===== src/rtl/tmds_pkg.sv =====
// Shared TMDS constants and helpers for the serializer slice.
package tmds_pkg;

  localparam int TMDS_WORD_W = 10;

  localparam logic [TMDS_WORD_W-1:0] CTRL_00 = 10'b1101010100;
  localparam logic [TMDS_WORD_W-1:0] CTRL_01 = 10'b0010101011;
  localparam logic [TMDS_WORD_W-1:0] CTRL_10 = 10'b0101010100;
  localparam logic [TMDS_WORD_W-1:0] CTRL_11 = 10'b1010101011;

  localparam logic [TMDS_WORD_W-1:0] TMDS_IDLE = CTRL_00;

  // Where the lane registers take their next word from on the current edge.
  typedef enum logic [1:0] {
    SRC_KEEP,
    SRC_HOLD,
    SRC_BYPASS,
    SRC_IDLE
  } load_src_e;

  function automatic int unsigned bit_index(input int unsigned cnt,
                                            input int unsigned word_w,
                                            input bit          lsb_first);
    return lsb_first ? cnt : (word_w - 1 - cnt);
  endfunction

endpackage


===== src/rtl/tmds_serializer_mc_if.sv =====
// Parallel word handshake into the multi-lane serializer.
interface tmds_serializer_mc_if #(
  parameter int CHANNELS = 3,
  parameter int WORD_W   = 10
);
  logic [CHANNELS*WORD_W-1:0] in_data;
  logic                       in_valid;
  logic                       in_ready;

  modport master (output in_data, output in_valid, input in_ready);
  modport slave  (input in_data, input in_valid, output in_ready);
endinterface


===== src/rtl/tmds_ser_lane.sv =====
// One serializer lane: current-word register plus the bit select onto the pad.
module tmds_ser_lane
  import tmds_pkg::*;
#(
  parameter int                WORD_W    = TMDS_WORD_W,
  parameter bit                LSB_FIRST = 1'b1,
  parameter logic [WORD_W-1:0] IDLE_WORD = TMDS_IDLE,
  localparam int               CNT_W     = $clog2(WORD_W)
) (
  input  logic              tmdsclk,
  input  logic              reset,
  input  logic              load,
  input  logic [WORD_W-1:0] load_word,
  input  logic [CNT_W-1:0]  cnt,
  output logic              serial
);

  logic [WORD_W-1:0] cur;
  logic [CNT_W-1:0]  idx;

  always_ff @(posedge tmdsclk) begin
    if (reset) begin
      cur <= IDLE_WORD;
    end else if (load) begin
      cur <= load_word;
    end
  end

  assign idx    = CNT_W'(bit_index(32'(cnt), WORD_W, LSB_FIRST));
  assign serial = cur[idx];

endmodule


===== src/rtl/tmds_serializer_mc.sv =====
// Multi-lane N:1 serializer on tmdsclk: one-word holding buffer, lockstep lanes,
// idle-symbol insertion on underflow with a sticky flag.
module tmds_serializer_mc
  import tmds_pkg::*;
#(
  parameter int                CHANNELS  = 3,
  parameter int                WORD_W    = TMDS_WORD_W,
  parameter bit                LSB_FIRST = 1'b1,
  parameter logic [WORD_W-1:0] IDLE_WORD = TMDS_IDLE,
  localparam int               CNT_W     = $clog2(WORD_W)
) (
  input  logic                tmdsclk,
  input  logic                reset,
  tmds_serializer_mc_if.slave bus,
  input  logic                underflow_clr,
  output logic [CHANNELS-1:0] serial,
  output logic                word_start,
  output logic                underflow
);

  localparam logic [CNT_W-1:0] CNT_LAST = CNT_W'(WORD_W - 1);

  logic [CNT_W-1:0]           cnt;
  logic [CHANNELS*WORD_W-1:0] hold_data;
  logic [CHANNELS*WORD_W-1:0] load_data;
  logic                       hold_valid;
  logic                       armed;
  logic                       boundary;
  logic                       accept;
  load_src_e                  src;

  assign boundary     = (cnt == CNT_LAST);
  assign bus.in_ready = !hold_valid;
  assign accept       = bus.in_valid && !hold_valid;
  assign word_start   = (cnt == '0);

  // A full buffer always drains first; in_ready is low then, so no accept can race it.
  always_comb begin
    src       = SRC_KEEP;
    load_data = hold_data;
    if (boundary) begin
      if (hold_valid) begin
        src = SRC_HOLD;
      end else if (accept) begin
        src = SRC_BYPASS;
      end else begin
        src = SRC_IDLE;
      end
    end
    case (src)
      SRC_BYPASS: load_data = bus.in_data;
      SRC_IDLE:   load_data = {CHANNELS{IDLE_WORD}};
      default:    load_data = hold_data;
    endcase
  end

  always_ff @(posedge tmdsclk) begin
    if (reset) begin
      cnt        <= CNT_LAST;
      hold_valid <= 1'b0;
      armed      <= 1'b0;
      underflow  <= 1'b0;
    end else begin
      cnt <= boundary ? '0 : cnt + CNT_W'(1);

      if (src == SRC_HOLD) begin
        hold_valid <= 1'b0;
      end else if (accept && !boundary) begin
        hold_valid <= 1'b1;
      end

      if (accept) begin
        armed <= 1'b1;
      end

      // A new underflow outranks a clear arriving on the same edge.
      if (src == SRC_IDLE && armed) begin
        underflow <= 1'b1;
      end else if (underflow_clr) begin
        underflow <= 1'b0;
      end
    end
  end

  always_ff @(posedge tmdsclk) begin
    if (accept && !boundary) begin
      hold_data <= bus.in_data;
    end
  end

  for (genvar c = 0; c < CHANNELS; c++) begin : g_lane
    tmds_ser_lane #(
      .WORD_W    (WORD_W),
      .LSB_FIRST (LSB_FIRST),
      .IDLE_WORD (IDLE_WORD)
    ) u_lane (
      .tmdsclk   (tmdsclk),
      .reset     (reset),
      .load      (src != SRC_KEEP),
      .load_word (load_data[c*WORD_W +: WORD_W]),
      .cnt       (cnt),
      .serial    (serial[c])
    );
  end

endmodule


===== src/flat_wrapper.sv =====
// flat-port wrapper written by rule: the top's interface ports become plain ports
module tmds_serializer_mc_flat import tmds_pkg::*;
#(
  parameter int                CHANNELS  = 3,
  parameter int                WORD_W    = TMDS_WORD_W,
  parameter bit                LSB_FIRST = 1'b1,
  parameter logic [WORD_W-1:0] IDLE_WORD = TMDS_IDLE,
  localparam int               CNT_W     = $clog2(WORD_W)
)
  (tmdsclk, reset, underflow_clr, serial, word_start, underflow, bus_in_data, bus_in_valid, bus_in_ready);
  tmds_serializer_mc_if #(.CHANNELS(CHANNELS), .WORD_W(WORD_W)) bus_i ();
  input  logic tmdsclk;
  input  logic reset;
  input  logic underflow_clr;
  output logic [CHANNELS-1:0] serial;
  output logic word_start;
  output logic underflow;
  input wire logic [$bits(bus_i.in_data)-1:0] bus_in_data;
  input wire logic [$bits(bus_i.in_valid)-1:0] bus_in_valid;
  output wire logic [$bits(bus_i.in_ready)-1:0] bus_in_ready;
  assign bus_i.in_data = bus_in_data;
  assign bus_i.in_valid = bus_in_valid;
  assign bus_in_ready = bus_i.in_ready;
  tmds_serializer_mc #(.CHANNELS(CHANNELS), .WORD_W(WORD_W), .LSB_FIRST(LSB_FIRST), .IDLE_WORD(IDLE_WORD)) u_core (.tmdsclk(tmdsclk), .reset(reset), .bus(bus_i), .underflow_clr(underflow_clr), .serial(serial), .word_start(word_start), .underflow(underflow));
endmodule

===== config.mk =====
export PLATFORM = sky130hd
export DESIGN_NAME = tmds_serializer_mc_flat
export DESIGN_NICKNAME = d
export VERILOG_FILES = /design/src/rtl/tmds_pkg.sv /design/src/rtl/tmds_serializer_mc_if.sv /design/src/rtl/tmds_ser_lane.sv /design/src/rtl/tmds_serializer_mc.sv /design/src/flat_wrapper.sv
export SDC_FILE = /design/constraint.sdc
export NUM_CORES = 1
export LEC_CHECK = 0
export ABC_AREA = 1
export BUFFER_PORTS_ARGS = -buffer_cell sky130_fd_sc_hd__buf_4
export CAP_MARGIN = 20
export CORE_ASPECT_RATIO = 1.5
export CORE_MARGIN = 3
export CORE_UTILIZATION = 30
export DETAILED_ROUTE_END_ITERATION = 10
export SETUP_SLACK_MARGIN = 0.3
export SLEW_MARGIN = 20
export SYNTH_ARGS = -nofsm -noshare
export SYNTH_HDL_FRONTEND = slang
export SYNTH_SLANG_ARGS = --single-unit

===== constraint.sdc =====
create_clock -name tmdsclk -period 2.84 [get_ports tmdsclk]
set_clock_uncertainty 0.05 [all_clocks]
set_input_delay 0.568 -clock tmdsclk [delete_from_list [all_inputs] [get_ports tmdsclk]]
set_output_delay 0.568 -clock tmdsclk [all_outputs]
set_load 0.01 [all_outputs]

# ---- After elaboration in Yosys (flattened, before gate mapping)
# Index checks and enable logic that the tools add are counted.
dict set report op_classes {
  addsub 1
  order_cmp 1
  eq_ne 4
  mux 13
  reduce_logical 10
}
# cell count
set ops {}
lappend ops {{30-bit one-hot mux with 2 select lines} 1}
lappend ops {{1-bit binary-select mux with 4-bit select} 3}
lappend ops {{1-bit two-way mux} 6}
lappend ops {{4-bit by 5-bit < comparator with 1-bit output, second input constant} 1}
lappend ops {{4-bit by 1-bit adder with 4-bit output, second input constant} 1}
lappend ops {{2-bit == test, second input constant} 2}
lappend ops {{4-bit == test, second input constant} 1}
lappend ops {{4-bit zero test} 1}
lappend ops {{2-bit two-way mux} 2}
lappend ops {{4-bit two-way mux} 1}
lappend ops {{2-bit nonzero test} 2}
lappend ops {{2-bit OR reduction} 2}
lappend ops {{1-bit logical AND} 3}
lappend ops {{2-bit by 1-bit == test with 1-bit output, second input constant} 1}
lappend ops {{1-bit zero test} 2}
dict set report word_totals {
  ff_bits 67
  inputBits 34
  output_inout_bits 6
}

# ---- Logic depth before layout (Yosys ltp)
# Gate-level depths: netlist of run 1.
dict set report logic_depth {
  depth_word 8
  depth_mapped 10
  ltp_nobuf 7
}

# ---- Cells and area by module
# A second synthesis of run 1 with hierarchy kept.
dict set report hier_totals {
  hier_cells 378
  hier_area_um2 3086.7
}
# module instances cells_per_inst area_each_um2 seq_area_each_um2
set by_module_without_submodules {}
lappend by_module_without_submodules {tmds_serializer_mc 1 174 1697.9 1041.0}
lappend by_module_without_submodules {tmds_ser_lane 3 68 462.9 200.2}

# ---- Least setup slack after synthesis of run 1
# No wires, ideal clock.
dict set report synth_path {
  path_kind {register -> register}
  from {register u_core.cnt[1]}
  to {register u_core.hold_data[0], enable pin}
  setup_time_ns 0.385
  arrival_time_ns 1.944
  required_ns 2.405
  setup_slack_ns 0.461
  path_stages_with_launch 9
  path_buffers 3
  cell_sequence {dfxtp_1 > buf_2 > inv_1 > ha_1 > nand3_4 > buf_6 > buf_2 > nand3_1 > inv_1}
}
dict set report synth_via {
  elab_chain_len 3
}
# element line_no
set synth_rtl {}
lappend synth_rtl {{start, declared} tmds_serializer_mc.sv:23} ;# logic [CNT_W-1:0] cnt;
lappend synth_rtl {{start signal, assigned} tmds_serializer_mc.sv:64} ;# cnt <= boundary ? '0 : cnt + CNT_W'(1);
lappend synth_rtl {{4-bit == test} tmds_serializer_mc.sv:32} ;# assign boundary = (cnt == CNT_LAST);
lappend synth_rtl {{1-bit zero test} tmds_serializer_mc.sv:86} ;# if (accept && !boundary) begin
lappend synth_rtl {{1-bit logical AND} tmds_serializer_mc.sv:86}
lappend synth_rtl {{end signal, assigned} tmds_serializer_mc.sv:87} ;# hold_data <= bus.in_data;
lappend synth_rtl {{end, declared} tmds_serializer_mc.sv:24} ;# logic [CHANNELS*WORD_W-1:0] hold_data;
# Every way passes these cells.
# A chain may end at the register's enable or synchronous reset.

# ---- Worst setup path in the final report of run 1
dict set report layout_path {
  from {register u_core.cnt[0]}
  to {output serial[1]}
}
dict set report layout_via {
  elab_chain_len 2
}
# element line_no
set layout_rtl {}
lappend layout_rtl {{1-bit binary-select mux with 4-bit select} tmds_ser_lane.sv:30} ;# assign serial = cur[idx];
lappend layout_rtl {{1-bit two-way mux (implied by the code)} tmds_ser_lane.sv:30}
lappend layout_rtl {{end, declared} flat_wrapper.sv:15} ;# output logic [CHANNELS-1:0] serial;
# Every way passes these cells. The select of a mux whose other input is x is not followed.

==> results.toml, run 1 <==
[critical_path]
critical_path_class = "reg2out"
r2r_setup_slack_ns = 0.59
cp.required_ns = 2.22
worst_setup_path_start_kind = "flip-flop"
cp.arrival_ns = 1.71
rr_worst_depth = 6
r2r_start = "u_core.cnt[1]$_SDFF_PP0_"
crit_path_max_fanout = 15
critical_path.reg2reg.endpoint = "u_core.g_lane[2].u_lane.cur[8]$_SDFFE_PP1P_"
end_kind = "output pin"

[final_layout]
syn_to_final_growth_pct = 21.10
stdcell_count = 476
diodes = 0
drive_gt1_share_pct = 17.58
stdcell_area_um2 = 3541
nets = 396

[logic_synthesis]
syn_inst = 324
yosys_warnings = 0
synth_fp_nets = 361
synth_top_area_share_pct = 30.81
synth_seq_cells = 67
yosysSeqAreaShare_pct = 56.14
post_synth_num_cell_types = 26
synth_top_cell_by_area = "edfxtp_1"
avgSynthCellArea_um2 = 9.025
syn_area_um2 = 2924
synth.area.top_cells = "edfxtp_1, dfxtp_1, nand2_1"

[global_route]
grt_pass1_vias = 2289
grt-ovfl-total = 0
antenna_found_initial = 0
grt_max_degree = 21
grt_pass1_wl_mm = 10.68
grt_use_total_pct = 12.21

[place]
portBuffers = 39
dpl.hpwl_mm = 4.547
placed_cells = 460
postPlaceCellArea_um2 = 3242
gp_congestion = 0.9179

[clocking]
ctsHoldBuffers = 0
cts_buffers = 9
clockBufferDepth = 2
cts-resized-gates = 0
cts_tree = "yes"
clock_latency_ns = 0.32
postCtsSetupBuffers = 0
htreeDepth = 3
cts_sinks = 67
root_buffer = "clkbuf_16"
path_clk_slew_ns = 0.05

[min_path]
hold_path_class = "in2reg"
hp-start = "underflow_clr"
whs_path_depth = 2
hold_end = "u_core.underflow$_SDFFE_PP0P_"

[drt]
wl_mm = 6.286
drt_iter0_drc = 110
ant_nets = 0
via_per_inst = 4.658
drcViolationCount = 0
drtPass1Iterations = 4
wire_per_inst_um = 13.21
vias = 2217

[sta]
fin_crit_ns = 2.323
tightestPinTransition_ns = 0.5187
finalSetupViolCount = 0
finalCritPeriodShare_pct = 81.80
max_clock_freq_ghz = 0.4305
finalHoldViolCount = 0
rsz0062_at_grt = "no"
drv_slew = 0
tns_ns = 0
relSlewSlack_pct = 65.33

[pwr]
power_frac_comb_pct = 23.1
p_switching_w = 0.0009257
pwr-share-clk_pct = 35.3
p_leak_nw = 1.498
max-vdd-ir-drop_v = 0.0004171
power_density_nw_per_um2 = 880.5
internal_power_w = 0.002192
power_switching_share_pct = 29.69
p_seq_share_pct = 41.6
total_power_w = 0.003118

[floorplan]
dieArea_um2 = 10990
rows = 43
die_w_um = 86.61
top_level_ports = 40
start_util_pct = 31.23
die_y_um = 126.9
core_area_um2 = 9361

[run_status]
outcome = "finished, final reports clean"

[flow_run]
maxCapViolCount = 0
## layer usage
metal | share of wire (%) | routed length (um) | global-route usage (%) | up-vias
met5 | 0 | 0 | 0 | -
met3 | 4.9 | 308 | 3.704 | 13
met4 | 2.5 | 155 | 4.954 | 0
li1 | - | - | - | 1141
met1 | 44 | 2751 | 14.75 | 1016
met2 | 49 | 3070 | 20.02 | 47
## power by group through the flow
stage               Clock [W]  Sequential, W  Combinational (W)
global route          0.00117        0.00132           0.000831
CTS                   0.00113        0.00130           0.000733
global placement            0        0.00131           0.000717
floorplan                   0        0.00127           0.000603
finish                0.00110        0.00130           0.000721
detailed placement          0        0.00131           0.000730
## placed cells by master, fill, tap and decap left out, types with 7 or more instances in the layout
master	Yosys	layout
a21oi_1	32	32
buf_4	8	44
clkbuf_16	0	9
dfxtp_1	37	37
edfxtp_1	30	30
inv_1	43	43
nand2_1	75	75
nand3_1	20	20
o21ai_0	25	25
o21ai_1	7	7
o22ai_1	15	15
## cell usage after synthesis
cell / n
buf_6: 4
inv_6: 1
nor2_1: 5
o21ai_0: 25
inv_2: 2
clkbuf_1: 2
dfxtp_1: 37
a21oi_1: 32
xnor2_1: 1
nor2_8: 2
buf_4: 8
xor2_1: 1
nand3_1: 20
buf_2: 5
o31ai_1: 1
buf_8: 1
nor3_1: 1
nand2_1: 75
ha_1: 3
nand4_1: 1
inv_1: 43
nand3_4: 1
edfxtp_1: 30
o22ai_1: 15
o21ai_1: 7
nand2_2: 1
## metrics by stage
stage | util [%] | setup WS, ns | hold WS, ns
after detailed placement | 34.63 | 0.6047 | 0.3984
after global placement | 34.63 | 0.7448 | 0.3905
final | 37.82 | 0.5170 | 0.3768
after CTS | 37.82 | 0.5077 | 0.3618
after floorplan | - | 0.4614 | 0.3743
after global routing | 37.82 | 0.3079 | 0.3675
## registers in the layout (all words and copies together), names as in the netlist
| register | flops |
|---|---|
| u_core.hold_valid | 1 |
| u_core.cnt | 4 |
| u_core.hold_data | 30 |
| u_core.underflow | 1 |
| u_core.armed | 1 |
| u_core.g_lane.u_lane.cur | 30 |
## worst max-delay path by stage
stage	start	endpoint	slack, ns	depth (start not counted)
2_1_floorplan	u_core.cnt[1]$_SDFF_PP0_	u_core.hold_data[0]$_DFFE_PP_	0.46	8
3_3_place_gp	u_core.cnt[1]$_SDFF_PP0_	u_core.g_lane[2].u_lane.cur[9]$_SDFFE_PP1P_	0.74	6
3_5_place_dp	u_core.cnt[1]$_SDFF_PP0_	u_core.g_lane[0].u_lane.cur[6]$_SDFFE_PP1P_	0.60	6
4_1_cts	u_core.cnt[0]$_SDFF_PP1_	serial[0]	0.51	7
5_1_grt	u_core.cnt[1]$_SDFF_PP0_	u_core.g_lane[1].u_lane.cur[2]$_SDFFE_PP1P_	0.31	6
6_report	u_core.cnt[0]$_SDFF_PP1_	serial[1]	0.52	7
## critical path, stage by stage, from the launching register on
cell and delay [ns]:
dfxtp_1 0.36, inv_1 0.39, nand2_1 0.12, nand3_1 0.08
nand3_1 0.08, nand3_1 0.12, nand2_1 0.08, buf_4 0.15
## area by class of cell
cell class                      instances  area [um^2]
Clock buffer                           14        264.0
Sequential cell                        67         1642
Inverter                               46        177.7
Clock inverter                          2        35.03
Fill cell                             996         5821
Timing Repair Buffer                   44        330.3
Tap cell                              112        140.1
Multi-Input combinational cell        191        952.2
## cells by family after synthesis
| family | Yosys count | synth area share, % |
|---|---|---|
| AND/OR/NAND/NOR | 106 | 16.26 |
| flip-flops | 67 | 56.14 |
| adder cells (fa/ha/maj) | 3 | 1.284 |
| buffers and inverters | 66 | 11.30 |
| XOR/XNOR | 2 | 0.5992 |
| AO/OA/AOI/OAI | 80 | 14.42 |
Power figures use the tool's default switching activity.
==> run 2, diff against run 1 <==
==> constraint.sdc (replaced) <==
create_clock -name tmdsclk -period 2.3 [get_ports tmdsclk]
set_clock_uncertainty 0.05 [all_clocks]
set_input_delay 0.46 -clock tmdsclk [delete_from_list [all_inputs] [get_ports tmdsclk]]
set_output_delay 0.46 -clock tmdsclk [all_outputs]
set_load 0.01 [all_outputs]
==> run 2 against run 1 <==
Global-route usage increased by 0.36 points. Critical path depth up 1. Final area is 7.2% higher. Utilization grew 2.7 points. Combinational power up 48%. Non-clock buffer count grew 12. Register-to-register slack got worse by 0.08 ns. Die area unchanged. Hold slack worse by 0.11 ns. Flip-flop and latch count unchanged. Power grew 30%.
==> results.toml, run 2 (synthesis gave the netlist of run 1 again) <==
[min_path]
hold_path_class = "in2reg"
whs_path_depth = 1
hold_end = "u_core.hold_data[23]$_DFFE_PP_"
hp-start = "bus_in_data[23]"

[sta]
whs_ns = 0.2634
fin_ws_ns = 0.2850
finalSetupViolCount = 0
finalHoldViolCount = 0
tns_ns = 0
tightestPinTransition_ns = 0.4472
max_clock_freq_ghz = 0.4963
relSlewSlack_pct = 70.14
drv_slew = 0
fin_crit_ns = 2.015
rsz0062_at_grt = "yes"
finalCritPeriodShare_pct = 87.61

[critical_path]
rr_worst_depth = 6
cp.required_ns = 1.79
r2r_setup_slack_ns = 0.51
worst_setup_path_start_kind = "flip-flop"
r2r_start = "u_core.cnt[1]$_SDFF_PP0_"
critPathSlowestCell = "dfxtp_2"
critical_path.reg2reg.endpoint = "u_core.hold_data[10]$_DFFE_PP_"
end_kind = "output pin"
cp.arrival_ns = 1.50
critical_path_class = "reg2out"
cpPeakStageDelay_ns = 0.36
crit_path_max_fanout = 7
crit_chain = "clkinvlp_4 -> buf_6 -> nand2_1 -> nand3_1 -> nand3_2 -> nand3_2 -> nand2_2 -> buf_6"

[clocking]
cts_sinks = 67
clock_latency_ns = 0.33
clockBufferDepth = 2
cts_buffers = 9
cts_tree = "yes"
root_buffer = "clkbuf_16"
path_clk_slew_ns = 0.06
htreeDepth = 3

[flow_run]
maxCapViolCount = 0

[drt]
drcViolationCount = 0
via_per_inst = 4.676
ant_nets = 0
wire_per_inst_um = 13.59
drtPass1Iterations = 4
wl_mm = 6.631
vias = 2282
drt_iter0_drc = 78

[floorplan]
top_level_ports = 40
dieArea_um2 = 10990
rows = 43
die_y_um = 126.9
core_area_um2 = 9361
die_w_um = 86.61
start_util_pct = 31.23

[pwr]
total_power_w = 0.004039
p_leak_nw = 1.595
max-vdd-ir-drop_v = 0.0004444
power_density_nw_per_um2 = 1064

[final_layout]
diodes = 0
syn_to_final_growth_pct = 29.78
largest_registers = "u_core.g_lane.u_lane.cur x30, u_core.hold_data x30, u_core.cnt x4"
layout_common_cells = "nand2_1, buf_4, inv_1"
nFillCells = 959
stdcell_area_um2 = 3795
multiInputGateArea_um2 = 1047
seqCellArea_um2 = 1644
drive_gt1_share_pct = 28.46
nets = 408
final_common_cell = "nand2_1"

[place]
portBuffers = 39
dpl.hpwl_mm = 4.555
gp_congestion = 0.8145
postPlaceCellArea_um2 = 3288
dp_slack_ns = 0.4173

[run_status]
outcome = "finished, final reports clean"

[global_route]
grt-ovfl-total = 0
grt_pass1_wl_mm = 10.77
grt_pass1_vias = 2389
grt_max_degree = 20
antenna_found_initial = 0
grt_use_total_pct = 12.57
run 2: worst max-delay path by stage:
stage | start | endpoint | slack, ns | depth (start not counted)
after floorplan | u_core.cnt[1]$_SDFF_PP0_ | u_core.hold_data[0]$_DFFE_PP_ | 0.32 | 8
after global placement | u_core.cnt[1]$_SDFF_PP0_ | u_core.hold_data[27]$_DFFE_PP_ | 0.47 | 6
after detailed placement | u_core.cnt[1]$_SDFF_PP0_ | u_core.hold_data[25]$_DFFE_PP_ | 0.42 | 6
after CTS | u_core.cnt[0]$_SDFF_PP1_ | serial[0] | 0.29 | 8
after global routing | u_core.cnt[0]$_SDFF_PP1_ | serial[2] | 0.21 | 8
final | u_core.cnt[0]$_SDFF_PP1_ | serial[2] | 0.29 | 8
run 2: metal layers:
| metal | routed length [um] | vias up | GRT usage [%] |
|---|---|---|---|
| li1 | - | 1164 | - |
| met1 | 2716 | 1053 | 13.90 |
| met2 | 3447 | 48 | 21.01 |
| met3 | 237 | 17 | 2.469 |
| met4 | 230 | 0 | 9.083 |
| met5 | 0 | - | 0 |
run 2: per-stage QoR:
step	cells	utilization [%]
2_1_floorplan	324	-
3_3_place_gp	463	35.12
3_5_place_dp	463	35.12
4_1_cts	483	38.89
5_1_grt	488	40.54
6_report	488	40.54
run 2: cell type report:
type	instances	share of cell area (%)
inverter	46	4.946
multi-input combinational	191	27.60
clock inverter	6	1.714
timing repair buffer	56	12.43
tap	112	3.693
clock buffer	10	6.297
sequential	67	43.32
run 2: timing repair:
| action | in CTS | in global routing |
|---|---|---|
| endpoints found under the setup margin | 4 | 3 |
| pin swaps | 0 | 13 |
| gates resized for setup | 6 | 27 |
| hold buffers | 0 | 0 |
| setup buffers | 4 | 4 |
| cloned | 0 | 1 |
run 2: report_power, final:
group / switching [W] / internal, W / total (W)
Sequential: 0.000122 / 0.00149 / 0.00161
Clock: 0.000494 / 0.000867 / 0.00136
Combinational: 0.000638 / 0.000432 / 0.00107
run 2: worst max-delay path: cells and delay by family, from the launching register on:
family / cells / cell delay [ns]
flip-flops: 1 / 0.36
AND/OR/NAND/NOR: 5 / 0.43
buffers and inverters: 3 / 0.39
